--- src/rtl/arc_plotter.sv ---
// arc_plotter: optional full-screen clear followed by up to N_ARCS midpoint
// circle arcs from a loadable descriptor table. Each loop iteration spends 8
// cycles, one per octant, and off-screen points are suppressed rather than
// wrapped.
module arc_plotter #(
  parameter int          N_ARCS    = 8,
  parameter int          SCREEN_W  = 160,
  parameter int          SCREEN_H  = 120,
  parameter int          XW        = 8,
  parameter int          YW        = 7,
  parameter int          RW        = 8,
  parameter logic [2:0]  BG_COLOUR = 3'b000,
  localparam int         AW        = $clog2(N_ARCS)
) (
  input  logic          clk,
  input  logic          rst,
  input  logic          start,
  input  logic          clear_en,
  input  logic [AW:0]   num_arcs,
  input  logic          arc_we,
  input  logic [AW-1:0] arc_addr,
  input  logic [XW-1:0] arc_cx,
  input  logic [YW-1:0] arc_cy,
  input  logic [RW-1:0] arc_r,
  input  logic [7:0]    arc_mask,
  input  logic [2:0]    arc_colour,
  output logic [XW-1:0] vga_x,
  output logic [YW-1:0] vga_y,
  output logic [2:0]    vga_colour,
  output logic          vga_plot,
  output logic          busy,
  output logic          done
);
  // Signed working width: two bits of headroom so that sums below zero or
  // beyond the coordinate range remain distinguishable.
  localparam int MW = (XW > YW) ? XW : YW;
  localparam int SW = ((MW > RW) ? MW : RW) + 2;

  localparam logic signed [SW-1:0] ONE   = SW'(1);
  localparam logic signed [SW-1:0] LIM_X = SW'(SCREEN_W);
  localparam logic signed [SW-1:0] LIM_Y = SW'(SCREEN_H);
  localparam logic [AW:0]          NMAX  = (AW+1)'(N_ARCS);
  localparam logic [XW-1:0]        LAST_X = XW'(SCREEN_W - 1);
  localparam logic [YW-1:0]        LAST_Y = YW'(SCREEN_H - 1);

  typedef enum logic [2:0] {IDLE, LOAD, CLEAR, ARC_INIT, ARC_RUN, DONE} state_t;
  state_t state, nstate;

  // Descriptor table
  logic [XW-1:0] tab_cx   [N_ARCS];
  logic [YW-1:0] tab_cy   [N_ARCS];
  logic [RW-1:0] tab_r    [N_ARCS];
  logic [7:0]    tab_mask [N_ARCS];
  logic [2:0]    tab_col  [N_ARCS];

  // Job and arc working state
  logic                 clr_q;
  logic [AW:0]          count, idx;
  logic [XW-1:0]        sx;
  logic [YW-1:0]        sy;
  logic [XW-1:0]        cur_cx;
  logic [YW-1:0]        cur_cy;
  logic [7:0]           cur_mask;
  logic [2:0]           cur_col;
  logic signed [SW-1:0] ox, oy, crit;
  logic [2:0]           k;

  logic signed [SW-1:0] cxs, cys, px, py;
  logic signed [SW-1:0] oy_n, ox_n, crit_n;
  logic                 crit_le0, more, in_range;
  logic [AW:0]          idx_n;

  assign cxs      = $signed({{(SW-XW){1'b0}}, cur_cx});
  assign cys      = $signed({{(SW-YW){1'b0}}, cur_cy});
  assign oy_n     = oy + ONE;
  assign crit_le0 = crit[SW-1] || (crit == '0);
  assign ox_n     = crit_le0 ? ox : ox - ONE;
  assign crit_n   = crit_le0 ? crit + (oy_n <<< 1) + ONE
                             : crit + ((oy_n - ox_n) <<< 1) + ONE;
  assign more     = (oy_n <= ox_n);
  assign idx_n    = idx + 1'b1;
  assign in_range = !px[SW-1] && (px < LIM_X) && !py[SW-1] && (py < LIM_Y);

  // Octant point for the current sub-step
  always_comb begin
    px = cxs + ox;
    py = cys + oy;
    case (k)
      3'd0: begin px = cxs + ox; py = cys + oy; end
      3'd1: begin px = cxs + oy; py = cys + ox; end
      3'd2: begin px = cxs - oy; py = cys + ox; end
      3'd3: begin px = cxs - ox; py = cys + oy; end
      3'd4: begin px = cxs - ox; py = cys - oy; end
      3'd5: begin px = cxs - oy; py = cys - ox; end
      3'd6: begin px = cxs + oy; py = cys - ox; end
      default: begin px = cxs + ox; py = cys - oy; end
    endcase
  end

  // State register
  always_ff @(posedge clk or posedge rst) begin
    if (rst) state <= IDLE;
    else     state <= nstate;
  end

  // Next state and Moore outputs
  always_comb begin
    nstate     = state;
    vga_x      = '0;
    vga_y      = '0;
    vga_colour = '0;
    vga_plot   = 1'b0;
    busy       = 1'b1;
    done       = 1'b0;
    case (state)
      IDLE: begin
        busy = 1'b0;
        if (start) nstate = LOAD;
      end
      LOAD: begin
        if (clr_q)              nstate = CLEAR;
        else if (count != '0)   nstate = ARC_INIT;
        else                    nstate = DONE;
      end
      CLEAR: begin
        vga_x      = sx;
        vga_y      = sy;
        vga_colour = BG_COLOUR;
        vga_plot   = 1'b1;
        if (sx == LAST_X && sy == LAST_Y)
          nstate = (count != '0) ? ARC_INIT : DONE;
      end
      ARC_INIT: nstate = ARC_RUN;
      ARC_RUN: begin
        vga_x      = px[XW-1:0];
        vga_y      = py[YW-1:0];
        vga_colour = cur_col;
        vga_plot   = cur_mask[k] && in_range;
        if (k == 3'd7 && !more)
          nstate = (idx_n < count) ? ARC_INIT : DONE;
      end
      DONE: begin
        busy = 1'b0;
        done = 1'b1;
        if (!start) nstate = IDLE;
      end
      default: nstate = IDLE;
    endcase
  end

  // Descriptor writes, accepted only while the engine is idle
  always_ff @(posedge clk or posedge rst) begin
    if (rst) begin
      for (int j = 0; j < N_ARCS; j++) begin
        tab_cx[j]   <= '0;
        tab_cy[j]   <= '0;
        tab_r[j]    <= '0;
        tab_mask[j] <= '0;
        tab_col[j]  <= '0;
      end
    end else if (arc_we && !busy) begin
      tab_cx[arc_addr]   <= arc_cx;
      tab_cy[arc_addr]   <= arc_cy;
      tab_r[arc_addr]    <= arc_r;
      tab_mask[arc_addr] <= arc_mask;
      tab_col[arc_addr]  <= arc_colour;
    end
  end

  // Job latch, clear sweep counters and midpoint-circle datapath
  always_ff @(posedge clk or posedge rst) begin
    if (rst) begin
      clr_q    <= 1'b0;
      count    <= '0;
      idx      <= '0;
      sx       <= '0;
      sy       <= '0;
      cur_cx   <= '0;
      cur_cy   <= '0;
      cur_mask <= '0;
      cur_col  <= '0;
      ox       <= '0;
      oy       <= '0;
      crit     <= '0;
      k        <= '0;
    end else begin
      case (state)
        IDLE: if (start) begin
          clr_q <= clear_en;
          count <= (num_arcs > NMAX) ? NMAX : num_arcs;
          idx   <= '0;
        end
        LOAD: begin
          sx <= '0;
          sy <= '0;
        end
        CLEAR: begin
          if (sy == LAST_Y) begin
            sy <= '0;
            sx <= sx + 1'b1;
          end else begin
            sy <= sy + 1'b1;
          end
        end
        ARC_INIT: begin
          cur_cx   <= tab_cx[idx[AW-1:0]];
          cur_cy   <= tab_cy[idx[AW-1:0]];
          cur_mask <= tab_mask[idx[AW-1:0]];
          cur_col  <= tab_col[idx[AW-1:0]];
          ox       <= $signed({{(SW-RW){1'b0}}, tab_r[idx[AW-1:0]]});
          oy       <= '0;
          crit     <= ONE - $signed({{(SW-RW){1'b0}}, tab_r[idx[AW-1:0]]});
          k        <= '0;
        end
        ARC_RUN: begin
          k <= k + 1'b1;
          if (k == 3'd7) begin
            oy   <= oy_n;
            ox   <= ox_n;
            crit <= crit_n;
            if (!more) idx <= idx_n;
          end
        end
        default: ;
      endcase
    end
  end
endmodule
--- config.mk ---
export PLATFORM = sky130hd
export DESIGN_NAME = arc_plotter
export DESIGN_NICKNAME = d
export VERILOG_FILES = /design/src/rtl/arc_plotter.sv
export SDC_FILE = /design/constraint.sdc
export NUM_CORES = 1
export LEC_CHECK = 0
export CAP_MARGIN = 0
export CORE_UTILIZATION = 43
export DETAILED_ROUTE_END_ITERATION = 12
export PLACE_DENSITY_LB_ADDON = 0.3
export SETUP_SLACK_MARGIN = 0.5
export SYNTH_ARGS = -nofsm -noshare
export SYNTH_HDL_FRONTEND = slang
export SYNTH_SLANG_ARGS = --single-unit
--- constraint.sdc ---
create_clock -name clk -period 11.78 [get_ports clk]
set_clock_uncertainty 0.15 [all_clocks]
set_input_delay 2.356 -clock clk [delete_from_list [all_inputs] [get_ports clk]]
set_output_delay 2.356 -clock clk [all_outputs]
set_load 0.05 [all_outputs]
==> Word level (Yosys, flattened, before mapping) <==
Cells that the tools add are included.
{ "totals": {"reg_bits": 358, "input_bits": 46, "output_inout_bits": 21, "word_cells": 199} }
{ "op_classes": {"add_sub_neg": 20, "magnitude_cmp": 9, "n_eq_ne": 21, "n_mux": 62, "bitwise": 2, "n_reduce_logical": 31} }
{ "ops": {"columns": ["cell", "n"], "rows": [
  ["bitwise mux 64 bit", 3],
  ["binary-select mux 8 bit (select 3 bit)", 3],
  ["two-way mux 8 bit", 8],
  ["one-hot mux 10 bit (2 select lines)", 3],
  ["one-hot mux 10 bit (3 select lines)", 2],
  ["bitwise mux 56 bit", 1],
  ["two-way mux 10 bit", 5],
  ["two-way mux 3 bit", 11],
  ["one-hot mux 8 bit (2 select lines)", 2],
  ["adder 10 x 2 -> 10 bit, second input constant", 3],
  ["two-way mux 7 bit", 4],
  ["one-hot mux 7 bit (2 select lines)", 2],
  ["bitwise mux 24 bit", 1],
  ["demux 8 bit (select 3 bit)", 1],
  ["binary-select mux 7 bit (select 3 bit)", 1],
  ["demux 7 bit (select 3 bit)", 1],
  ["adder 10 bit", 2],
  ["adder 8 x 10 -> 10 bit", 2],
  ["adder 9 x 10 -> 10 bit", 2],
  ["subtractor 8 x 10 -> 10 bit", 2],
  ["subtractor 9 x 10 -> 10 bit", 2],
  ["== test 3 bit, second input constant", 6],
  ["one-hot mux 3 bit (6 select lines)", 1],
  ["two-way mux 4 bit", 4],
  ["38 further kinds", 73]
]} }

==> Logic depth before layout (Yosys ltp) <==
Gate-level depths: netlist of the first run.
{ "logic_depth": {"word_depth": 9, "ltp_mapped": 21, "ltp_nobuf": 20} }

==> Worst setup path after synthesis of the first run <==
No wires, ideal clock.
{ "synth_path": {"kind": "flip-flop to output port", "startpoint": "register k[0]", "endpoint": "output port vga_y[6]", "arrival_time_ps": 3995, "required_time_ps": 9274, "setup_slack_ps": 5279, "path_stages_with_launch": 14, "n_path_buf": 2, "cell_sequence": "dfrtp_1 inv_1 ha_1 or2_2 buf_2 or3_1 clkbuf_1 nand2_1 a21oi_1 ha_1 a211oi_1 o21ai_0 a22o_1 o21ai_0"} }
{ "synth_between": {"elab_chain_cells": 4, "word_cells_on_any_way": 11, "classes_between": "eq/ne (5); mux (2); reduce/logical (4)"} }
{ "synth_lines": {"columns": ["item", "line_no", "source"], "rows": [
  ["from (decl)", "66", "logic [2:0] k;"],
  ["from (signal assigned)", "216", "k <= k + 1'b1;"],
  ["== test 3 bit (tied with other cells)", "88", "case (k)"],
  ["OR reduction 2 bit (no line)", null, null],
  ["one-hot mux 10 bit (3 select lines) *", "88", null],
  ["one-hot mux 7 bit (2 select lines) *", "115", "case (state)"],
  ["to (decl)", "28", "output logic [YW-1:0] vga_y,"]
]} }
Every way passes the cells marked *; elsewhere a longest branch is shown, timed or not.

==> Final worst setup path of the first run <==
{ "layout_path": {"startpoint": "register k[2]", "endpoint": "output port vga_plot"} }
{ "layout_between": {"elab_chain_cells": 9, "word_cells_on_any_way": 26, "classes_between": "order compare (2); eq/ne (6); mux (5); reduce/logical (13)"} }
{ "layout_lines": {"columns": ["item", "line_no", "source"], "rows": [
  ["== test 3 bit (tied with other cells)", "88", null],
  ["OR reduction 2 bit (no line)", null, null],
  ["one-hot mux 10 bit (3 select lines)", "88", null],
  ["less-than comparator 10 x 9 -> 1 bit or zero test 1 bit (tied branches)", "82", "assign in_range = !px[SW-1] && (px < LIM_X) && !py[SW-1] && (py < LIM_Y);"],
  ["logical AND 1 bit (3 in a row)", "82", null],
  ["logical AND 1 bit *", "138", "vga_plot = cur_mask[k] && in_range;"],
  ["one-hot mux 1 bit (2 select lines) *", "115", null],
  ["to (decl)", "30", "output logic vga_plot,"]
]} }
Every way passes the cells marked *; elsewhere a longest branch is shown, timed or not. The select of a mux whose other input is x is not followed.

==> results of run 1 <==
==> per-stage QoR <==
stage	hold WS, ns	power [mW]	setup WS (ns)	util	area [µm²]
global placement	0.3103	4.761	4.282	0.4612	20880
global route	0.3528	6.583	3.083	0.4914	22250
detailed placement	0.3205	4.862	4.160	0.4612	20880
CTS	0.3338	6.182	3.534	0.4914	22250
finish	0.3318	6.145	3.548	0.4914	22250
floorplan	0.2918	4.185	4.476	-	19730
==> state kept, by name, summed over array words and instances (netlist names) <==
signal    count
tab_cx       64
tab_mask     64
tab_r        64
tab_cy       56
tab_col      24
crit         10
ox           10
oy           10
cur_cx        8
cur_mask      8
sx            8
cur_cy        7
sy            7
count         4
idx           4
cur_col       3
k             3
state         3
clr_q         1
==> power groups by stage <==
stage | clock (mW) | sequential [mW] | combinational [mW]
2_1_floorplan | 0 | 1.95 | 2.23
5_1_grt | 1.37 | 2.17 | 3.04
6_report | 1.29 | 2.10 | 2.76
4_1_cts | 1.32 | 2.10 | 2.76
3_3_place_gp | 0 | 2.08 | 2.68
3_5_place_dp | 0 | 2.12 | 2.74
==> routing by layer <==
layer / vias to the layer above / track usage / part of all wire
met2: 237 / 0.3416 / 0.47
met5: - / 0 / 0.00066
met1: 6783 / 0.2975 / 0.47
met3: 75 / 0.04000 / 0.042
met4: 6 / 0.04765 / 0.018
li1: 6144 / - / -
==> worst max path at each step <==
stage                     start       end  slack [ns]  cells after the start
after detailed placement   k[2]  vga_plot        4.16                     13
after global placement     k[2]  vga_plot        4.28                     11
after CTS                  k[2]  vga_plot        3.53                     13
final                      k[2]  vga_plot        3.55                     13
after floorplan             rst     clr_q        4.48                      1
after global routing       k[2]  vga_plot        3.08                     13
==> cell families after synthesis <==
logic type,share of synthesized area
XOR/XNOR,0.03063
AND/OR/NAND/NOR,0.09292
multiplexers,0.2668
AO/OA/AOI/OAI,0.08480
adder cells (fa/ha/maj),0.04186
flip-flops,0.4541
buffers and inverters,0.02892
==> worst register-to-register path: stages (launching register included) <==
cell	delay [ns]
dfrtp_1	0.48
nor3_1	0.13
a31oi_2	0.46
buf_4	0.35
nor2_1	0.07
a21oi_1	0.31
inv_1	0.09
ha_1	0.30
nor2b_1	0.13
o21ai_0	0.17
nand2b_1	0.12
xor2_1	0.21
ha_1	0.33
and3_1	0.17
a221o_1	0.36
o41ai_1	0.49
o21ai_0	0.25
xnor2_1	0.18
a31o_1	0.22
==> cells in the final DEF, fill, tap and decap left out, drive strengths merged, types with 5 or more instances in the layout <==
cell and n:
dfrtp 358, nor3 20, a211oi 8, nand3 32
o21ai 115, clkdlybuf4s50 66, nand4 12, o311ai 5
ha 58, fa 5, a22o 7, a221oi 5
o221ai 5, xnor2 31, nor2 80, a31oi 10
xor2 38, mux2i 44, or3 8, mux2 282
buf 20, nor4 6, mux4 70, clkinv 6
nor3b 8, a21o 9, clkbuf 59, a21oi 47
and3 13, o211ai 7, nand2 149, nand2b 13
o22ai 6, a222oi 5, inv 33, nor2b 15
==> layout make-up <==
class                   count  share of cell area
multi-input cells        1167              0.4593
clock buffers              59             0.05403
flip-flops and latches    358              0.4029
repair buffers             86             0.03700
diodes                      1           0.0001125
inverters                  32            0.005566
well taps                 600             0.03374
clock inverters            11            0.007366
==> reports/qor.csv, run 1 <==
metric;value;unit
initial_core_util;0.4356;
ff2ff_setup_slack;6.72;ns
place_congestion;0.8870;
hp-start;tab_cy[16];
final_nets;1794;
ys_top_cells_by_area;dfrtp_1, mux2_2, mux4_2, ha_1, o21ai_0;
dp_cells;2243;
antenna_found_initial;3;
first_pass_iters;5;
worst-endpoint-arrival;5.73;ns
powerDensity;276.2;nW/µm²
drv_cap;0;
coreArea;45280;µm²
cp_slowest_stage_delay;0.92;ns
cellInternalPower;3.870;mW
post_cts.repair.setup_buffers;0;
path_buf_inv;2;
r2r-start;crit[0];
hold_viol;0;
fillers;4015;
dp_hpwl;31530;µm
cts-root-buf;clkbuf_16;
syn_inst;1647;
yosys_warnings;0;
postCtsResizedCells;0;
clockPowerShare;0.210;
clk_pin_slew;0.07;ns
cp.required;9.27;ns
ys_seq_area_frac;0.4541;
synth_fp_nets;1756;
synth.most_common_cell;dfrtp_1;
grt_max_degree;157;
grt_usage;0.2123;
combPwrFrac;0.448;
portBuffers;66;
stdcell_count;2314;
regArea;8965;µm²
period_needed;8.232;ns
die-area;46740;µm²
async_flop_share;1.000;
crit_chain;inv_1 > ha_1 > nor2_1 > a31oi_1 > fa_1 > a211oi_1 > o21ai_0 > a21oi_1 > o21ai_0 > mux2i_1 > a21oi_1 > a211oi_2 > clkdlybuf4s50_1;
setup_viol;0;
r2r-end;crit[9];
grt_setup_unrepaired;no;
slew_viol_final;0;
whs_path_depth;1;
synth_area;19730;µm²
ant_nets;0;
ir_drop;0.1141;mV
p_leak;9.459;nW
p_seq_frac;0.342;
wl_per_cell;20.85;µm
critical_path.startpoint_type;flip-flop;
cts_hold_buffers;0;
die_h;216.2;µm
max_freq;121.5;MHz
crit_slowest_cell;dfrtp_1;
drt-initial-drc-count;1012;
wirelength;48260;µm
drc;0;
slew_headroom;0.2523;
avgSynthCellArea;11.98;µm²
layout-drive-gt1-share;0.2685;
synth-edff-count;0;
clock-sinks;358;
synth_common_cells;dfrtp_1, mux2_2, nand2_1;
vias;13245;
ys_ff_latch;358;
tritoncts;done;
grt_pass1_vias;13633;
worstMarginPinSlew;1.117;ns
multi_input_area;10220;µm²
p_sw;2.275;mW
grt_pass1_wl;78090;µm
crit_family;compound AO/OA/AOI/OAI gates;
fp-row-count;78;
ys_types;86;
path_class;reg -> out;
cts_buffer_depth;3;
clkLatencyLatePin;0.57;ns
dieWidth;216.2;µm
cp_max_fo;28;
hold_class;reg -> reg;
status;finished, final reports clean;
grt_overflow;0;
min_period_over_period;0.6988;
io_pins;67;
synth_top_area_frac;0.4541;
yosysTopAreaCell;dfrtp_1;
setup_tns;0;ns
cts_buffers;40;
cts_max_level;2;
routed_via_density;5.724;
holdPathEnd;tab_cy[16];
ys.flop_type;dfrtp_1;
swShare;0.3703;
reg2reg_depth;18;
cp-end-kind;output pin;
syn2layout_area_growth;12.80;%
Power figures use the tool's default switching activity.
==> run 2: changes to the inputs <==
==> constraint.sdc (replaced) <==
create_clock -name clk -period 7.75 [get_ports clk]
set_clock_uncertainty 0.15 [all_clocks]
set_input_delay 1.55 -clock clk [delete_from_list [all_inputs] [get_ports clk]]
set_output_delay 1.55 -clock clk [all_outputs]
set_load 0.05 [all_outputs]
==> run 2 against run 1 <==
Effect of this change:
- the flow now finishes with violations (DRC)
- die area stayed put
- via count hardly changed
- utilization barely moved
- count of clock-buffer cells in the layout grew 6
- register-to-register slack got worse by 3.5 ns
- sequential cell count unchanged
- wire length about the same
- cell count increased by 0.13%
- critical path depth up 1
- non-clock buffer count is 1 higher
- largest power group unchanged
==> reports/qor.csv, run 2 (synthesis gave the netlist of run 1 again) <==
metric;value;unit;change
cp_max_fo;9;;-68%
setup_ws;0.9944;ns;-2.554 ns
max_freq;148.0;MHz;
largestRegisters;tab_cx (64), tab_mask (64), tab_r (64);;
cp-end-kind;output pin;;
drc;1;;+1
crit_chain;inv_1 > ha_1 > nor2_1 > nand2_1 > o211ai_1 > o21a_1 > inv_1 > fa_1 > nor2b_1 > o21ai_0 > a21o_1 > a221oi_1 > a22o_1 > clkdlybuf4s50_1;;
slew_viol_final;0;;unchanged
post_cts.repair.setup_buffers;0;;unchanged
drv_cap;0;;unchanged
path_common_cell;inv_1;;
antenna_found_initial;4;;+1
worstMarginPinSlew;1.105;ns;-0.01249 ns
ir_drop;0.1641;mV;+44%
most-common-layout-cells;dfrtp_1, mux2_2, nand2_1, o21ai_0, nor2_1;;
grt_pass1_wl;78250;µm;+0.19%
swShare;0.3690;;-0.001304
period_needed;6.756;ns;
portBuffers;66;;unchanged
drt-initial-drc-count;827;;-18%
critical_path.startpoint_type;flip-flop;;
powerDensity;418.3;nW/µm²;+51%
status;finished, violations left;;
vias;13232;;-0.098%
grt_usage;0.2127;;+0.0004153
cp.required;6.05;ns;-3.22 ns
clockPowerShare;0.208;;-0.002
utilization;0.4913;;about the same
fp-row-count;78;;unchanged
clock-sinks;358;;unchanged
final_common_cell;dfrtp_1;;
ant_nets;0;;unchanged
slew_headroom;0.2606;;+0.008360
cts_hold_buffers;0;;unchanged
die-area;46740;µm²;unchanged
place_ws;1.271;ns;-2.890 ns
die_h;216.2;µm;unchanged
p_sw;3.434;mW;+51%
routed_via_density;5.711;;-0.23%
cts_buffers;40;;unchanged
coreArea;45280;µm²;unchanged
grt_pass1_vias;13714;;+0.59%
grt_overflow;0;;unchanged
cts-root-buf;clkbuf_16;;
whs;0.3246;ns;-0.007231 ns
wl_per_cell;20.83;µm;about the same
layout-drive-gt1-share;0.2667;;-0.001790
hold_class;reg -> reg;;
worst-endpoint-arrival;5.06;ns;-0.67 ns
min_period_over_period;0.8717;;
setup_tns;0;ns;unchanged
violations;DRC;;
first_pass_iters;9;;+4
wirelength;48270;µm;about the same
clk_pin_slew;0.06;ns;about the same
grt_max_degree;181;;+15%
cp_slowest_stage_delay;0.81;ns;-0.11 ns
tritoncts;done;;
grt_setup_unrepaired;no;;
p_seq_frac;0.348;;+0.006
combPwrFrac;0.445;;-0.003
initial_core_util;0.4356;;unchanged
io_pins;67;;unchanged
hold_viol;0;;unchanged
cts_max_level;2;;unchanged
dieWidth;216.2;µm;unchanged
clkLatencyLatePin;0.56;ns;about the same
antennaDiodeCount;0;;-1
final_nets;1795;;+0.056%
cellInternalPower;5.873;mW;+52%
setup_viol;0;;unchanged
syn2layout_area_growth;12.78;%;about the same
crit_family;compound AO/OA/AOI/OAI gates;;
place_congestion;0.9249;;+4.3%
crit_slowest_cell;clkdlybuf4s50_1;;
p_leak;9.468;nW;about the same
dp_hpwl;31650;µm;+0.39%
cts_buffer_depth;3;;unchanged
path_class;reg -> out;;
path_buf_inv;3;;+1
-- run 2: final timing paths --
path	slack [ns]	startpoint	depth (start not counted)	endpoint
setup reg to reg	3.18	crit[5]	16	crit[9]
max in group asynchronous	4.58	rst	4	k[2]
setup / recovery	0.99	k[0]	14	vga_x[6]
hold reg to reg	0.32	cur_mask[6]	2	cur_mask[6]
min in group asynchronous	1.24	rst	2	tab_r[49]
hold / removal	0.32	cur_mask[6]	2	cur_mask[6]
-- run 2: power groups by stage --
stage               combinational (mW)  clock (mW)  sequential (mW)
CTS                               4.15        1.98             3.23
finish                            4.14        1.93             3.24
floorplan                         3.40           0             2.97
global route                      4.57        2.05             3.35
global placement                  4.05           0             3.20
detailed placement                4.13           0             3.26
-- run 2: cell type report --
cell class | instances | area [µm²]
Timing Repair Buffer | 87 | 833.3
Clock buffer | 65 | 1247
Multi-Input combinational cell | 1167 | 10220
Tap cell | 600 | 750.7
Inverter | 32 | 123.9
Sequential cell | 358 | 8965
Clock inverter | 8 | 107.6
Fill cell | 4043 | 23030
-- run 2: repair_timing --
item,4_1_cts,5_1_grt
endpoints found under the setup margin,0,1
hold endpoints to repair,0,0
resized for setup,0,1
-- run 2: tightest hold or removal path, delay by kind of cell, from the launching register on --
kind,cells,cell delay (ns)
DFF,1,0.34
AOI/OAI and AO/OA,1,0.06
and+or+nand+nor,1,0.04
-- run 2: per-layer routing --
| layer | part of all wire | GRT usage | up-vias |
|---|---|---|---|
| met3 | 0.044 | 0.03888 | 76 |
| met1 | 0.46 | 0.2947 | 6762 |
| met4 | 0.021 | 0.05704 | 6 |
| met2 | 0.47 | 0.3427 | 257 |
| met5 | 0.00097 | 0 | - |
| li1 | - | - | 6131 |
-- run 2: stage by stage --
| stage | area, µm² | instances | total power [mW] |
|---|---|---|---|
| 2_1_floorplan | 19730 | 1647 | 6.361 |
| 3_3_place_gp | 20890 | 2244 | 7.257 |
| 3_5_place_dp | 20890 | 2244 | 7.391 |
| 4_1_cts | 22250 | 2317 | 9.363 |
| 5_1_grt | 22250 | 2317 | 9.968 |
| 6_report | 22250 | 2317 | 9.307 |
